[src/rtl/kbd_cmd_decoder.sv]
// kbd_cmd_decoder: PS/2 set-2 scan-code decoder on the PicoBlaze port bus,
// driving mode toggle flags and one-cycle command pulses.
module kbd_cmd_decoder #(
  parameter logic [7:0]         PORT_KBD  = 8'h0A,
  parameter int                 N_TOG     = 6,
  parameter logic [N_TOG*8-1:0] TOG_CODES = {8'h07, 8'h03, 8'h0C, 8'h04, 8'h06, 8'h05},
  parameter int                 N_PUL     = 4,
  parameter logic [N_PUL*8-1:0] PUL_CODES = {8'h74, 8'h6B, 8'h72, 8'h75},
  parameter bit                 REPEAT_EN = 1'b0
) (
  input  logic             clk,
  input  logic             reset,
  input  logic             write_strobe,
  input  logic [7:0]       port_id,
  input  logic [7:0]       out_port,
  output logic [N_TOG-1:0] toggles,
  output logic [N_PUL-1:0] pulses,
  output logic             key_valid,
  output logic [7:0]       key_code,
  output logic             key_ext
);
  typedef enum logic [1:0] {IDLE, EXT, BRK} state_t;
  state_t           state_q, state_d;
  logic [N_TOG-1:0] toggles_q, toggles_d, tog_hit;
  logic [N_PUL-1:0] pulses_q, pulses_d, pul_hit;
  logic             key_valid_q, key_valid_d, key_ext_q, key_ext_d;
  logic [7:0]       key_code_q, key_code_d, held_code_q, held_code_d;
  logic             held_valid_q, held_valid_d;
  logic             acc, is_make, take, brk_clr;
  always_comb begin
    tog_hit = '0;
    pul_hit = '0;
    for (int i = 0; i < N_TOG; i++) tog_hit[i] = TOG_CODES[8*i +: 8] == out_port;
    for (int j = 0; j < N_PUL; j++) pul_hit[j] = PUL_CODES[8*j +: 8] == out_port;
  end
  // A make is any non-prefix byte outside BRK; repeats of the held key are dropped unless REPEAT_EN.
  always_comb begin
    acc          = write_strobe && port_id == PORT_KBD;
    is_make      = acc && state_q != BRK && out_port != 8'hE0 && out_port != 8'hF0;
    take         = is_make && (REPEAT_EN || !(held_valid_q && out_port == held_code_q));
    brk_clr      = acc && state_q == BRK && held_valid_q && out_port == held_code_q;
    state_d      = !acc ? state_q :
                   state_q == BRK ? IDLE :
                   out_port == 8'hE0 ? EXT :
                   out_port == 8'hF0 ? BRK : IDLE;
    held_valid_d = take ? 1'b1 : brk_clr ? 1'b0 : held_valid_q;
    held_code_d  = take ? out_port : held_code_q;
    toggles_d    = take ? toggles_q ^ tog_hit : toggles_q;
    pulses_d     = take ? pul_hit : '0;
    key_valid_d  = take;
    key_code_d   = take ? out_port : key_code_q;
    key_ext_d    = take ? state_q == EXT : key_ext_q;
  end
  always_ff @(posedge clk or posedge reset)
    if (reset) begin
      state_q      <= IDLE;
      toggles_q    <= '0;
      pulses_q     <= '0;
      key_valid_q  <= 1'b0;
      key_code_q   <= 8'h00;
      key_ext_q    <= 1'b0;
      held_valid_q <= 1'b0;
      held_code_q  <= 8'h00;
    end else begin
      state_q      <= state_d;
      toggles_q    <= toggles_d;
      pulses_q     <= pulses_d;
      key_valid_q  <= key_valid_d;
      key_code_q   <= key_code_d;
      key_ext_q    <= key_ext_d;
      held_valid_q <= held_valid_d;
      held_code_q  <= held_code_d;
    end
  assign toggles   = toggles_q;
  assign pulses    = pulses_q;
  assign key_valid = key_valid_q;
  assign key_code  = key_code_q;
  assign key_ext   = key_ext_q;
endmodule

[config.mk]
export PLATFORM = sky130hd
export DESIGN_NAME = kbd_cmd_decoder
export DESIGN_NICKNAME = d
export VERILOG_FILES = /design/src/rtl/kbd_cmd_decoder.sv
export SDC_FILE = /design/constraint.sdc
export NUM_CORES = 1
export LEC_CHECK = 0
export CAP_MARGIN = 20
export CORE_MARGIN = 2
export CORE_UTILIZATION = 28
export CTS_CLUSTER_SIZE = 8
export DETAILED_ROUTE_END_ITERATION = 10
export GPL_ROUTABILITY_DRIVEN = 0
export PLACE_DENSITY = 0.67
export SLEW_MARGIN = 20
export SYNTH_ARGS = -nofsm -noshare
export SYNTH_HDL_FRONTEND = slang
export SYNTH_SLANG_ARGS = --single-unit
export TNS_END_PERCENT = 1
[constraint.sdc]
create_clock -name clk -period 1.7 [get_ports clk]
set_input_delay 0.17 -clock clk [delete_from_list [all_inputs] [get_ports clk]]
set_output_delay 0.17 -clock clk [all_outputs]
set_load 0.01 [all_outputs]
==> flow_summary.toml <==
[run_status]
run_status = "complete, but fails checks"
violations = "negative setup slack"

[synthesis]
synth.distinct_cells = 35
syn_inst = 101
syn_area_sq_mm = 0.00119
async_reset_ff_share_pct = 100
synthDominantCellAreaShare_pct = 48.3
syn_nets = 120
yosys-top-cells-area = "dfrtp_1 48%, xnor2_1 8.1%, mux2_4 5.0%"
ys_ff_latch = 23
yosysWarnings = 0
syn_area_per_cell_sq_um = 11.8
seq_area_frac_synth_pct = 48.3
ys.flop_type = "dfrtp_1"
yosys.area.top_type = "dfrtp_1"
synth-edff-count = 0

[clocking]
clock_path_buffers = 2
tritoncts = "yes"
clkLatencyLatePin_ps = 260
root_buffer = "clkbuf_8"
clock-sinks = 23
htree_levels = 1
clk_pin_slew_ps = 80
numCtsBuffers = 3

[pwr]
p_clk_share_pct = 30.4
total_power_mw = 1.10
power_leakage_nw = 0.927
p_int_mw = 0.834
p_per_area_mw_per_mm2 = 558
power_frac_comb_pct = 18.1
pwr-share-seq_pct = 51.5
swShare_pct = 24.3
ir_worst_vdd_mv = 0.241
switchingPower_mw = 0.268

[routing]
routed_wirelength_microns = 3180
drtPass1Iterations = 4
viasPerCell = 4.85
via_count = 1067
drt_iter0_drc = 25
drc = 0
drtAntennaViolNets = 0
avgRoutedWirePerCell_microns = 14.4

[timing]
min_period_over_period_pct = 100
slew_headroom_pct = 74.9
rsz0062_at_grt = "yes"
worstMarginPinSlew_ps = 376
period_needed_ps = 1700
setup_ws_ps = -3.16
final_hold_viol_count = 0
slew_violations = 0
max_freq_mhz = 587
setup_viol = 1
skew_ps = 1.81

[floorplanning]
rows = 23
die_x_microns = 69.3
io_pins = 39
die_area_sq_mm = 0.00480
initial_utilization_pct = 29.4
die_h_microns = 69.3
coreArea_sq_mm = 0.00406

[setup_path]
crit_fanout = 9
reg2reg_from = "held_code_q[6]"
r2r_end = "toggles[1]"
endpoint_kind = "flip-flop"
cp-endpoint = "toggles[1]"
start_kind = "flip-flop"
critPathRequiredTime_ps = 1850
critical_path.startpoint = "held_code_q[6]"
r2r_slack_ps = -3
worstSetupPathType = "flip-flop to flip-flop"
cp.arrival_ps = 1860
ff2ff_path_depth = 6

[placement]
dp.cells = 215
dpl.hpwl_microns = 2320
io_buffer_count = 38

[global_routing]
antenna_found_initial = 0
grt_pass1_vias = 1130
grt_start_max_net_pins = 24
grt_use_total_pct = 13.8
grt_pass1_wl_microns = 5290
overflow = 0

[final_layout]
diodes = 0
final_cell_mix = "29 x buf_4, 26 x clkdlybuf4s50_1, 23 x dfrtp_1"
final_cells = 220
final_common_cell = "buf_4"
fillCellCount = 352
area_delta_synth_final_pct = 65.6
nNetsFinal = 190
drive_gt1_share_pct = 35.9

[min_path]
hold_path_class = "input pin to asynchronous set/reset pin"

[flow_run]
max_cap_viol_count = 0
-- logic make-up after synthesis --
kind of cell / after synthesis / share of synthesized area [%]
buf+inv: 7 / 3.04
compound gates: 8 / 3.78
xor+xnor: 14 / 10.3
simple gates: 42 / 26.8
flops: 23 / 48.3
mux: 7 / 7.87
-- critical path: stages, from the launching register on --
cell     delay [ps]
dfrtp_1         420
xnor2_2         150
nand4_1         190
nor3_4           70
buf_6           140
or4b_4          480
xnor2_1         140
-- metal layers --
layer | vias up | wire, microns | global-route usage (%)
met1 | 512 | 1320 | 17.0
met5 | - | 0 | 0
li1 | 501 | - | -
met3 | 13 | 154 | 2.47
met4 | 0 | 110 | 7.19
met2 | 41 | 1590 | 23.0
-- worst min-delay path by stage --
stage / start / endpoint / slack, ps
6_report: reset / toggles[1] / 250
5_1_grt: reset / pulses[0] / 290
4_1_cts: reset / held_code_q[1] / 260
3_5_place_dp: toggles[5] / toggles[5] / 460
3_3_place_gp: toggles[0] / toggles[0] / 460
2_1_floorplan: reset / held_code_q[0] / 170
-- final cells by class --
cell class                 count  area (sq um)  area share, %
multi-input combinational     71           662           33.5
timing repair buffer          68           613           31.1
sequential                    23           576           29.2
tap                           50          62.6           3.17
clock buffer                   3          41.3           2.09
inverter                       4          15.0          0.760
clock inverter                 1          5.00          0.253
-- power groups by stage --
stage	combinational, mW	clock (mW)	sequential [mW]
global route	0.214	0.371	0.569
global placement	0.184	0	0.577
CTS	0.190	0.342	0.567
floorplan	0.0626	0	0.582
finish	0.199	0.335	0.568
detailed placement	0.189	0	0.577
-- registers in the layout, indices dropped and copies added, names as in the netlist --
register / count
held_code_q: 8
held_valid_q: 1
key_ext: 1
key_valid: 1
pulses: 4
state_q: 2
toggles: 6
-- timing repair --
action	in CTS	in global routing
buffers inserted	0	1
resized for setup	12	14
hold buffers	0	0
setup endpoints to repair	14	8
pin swaps	2	11
-- stage by stage --
step	cell area [sq um]	worst slack (ps)	hold WS, ps	utilization (%)	setup TNS [ps]
floorplan	1200	-20.5	172	-	-81.9
global placement	1840	-377	461	45.3	-4520
detailed placement	1840	-447	463	45.3	-5640
CTS	1900	-13.2	257	46.8	-13.2
global route	1970	-28.9	286	48.7	-87.0
finish	1970	-3.16	254	48.7	-3.16
-- synthesized netlist by cell type, drive strengths merged, types with 2 or more instances --
| master | instances |
|---|---|
| mux2 | 7 |
| nand3b | 2 |
| inv | 4 |
| xor2 | 3 |
| nor4b | 2 |
| xnor2 | 11 |
| nand2b | 2 |
| nor2 | 4 |
| dfrtp | 23 |
| nand4 | 3 |
| nor3 | 6 |
| or4b | 2 |
| nand4b | 2 |
| o21ai | 6 |
| buf | 3 |
| and3 | 2 |
| nand2 | 3 |
| nor4 | 3 |
| nand3 | 6 |
No activity file was read; power rests on OpenSTA's default activity.
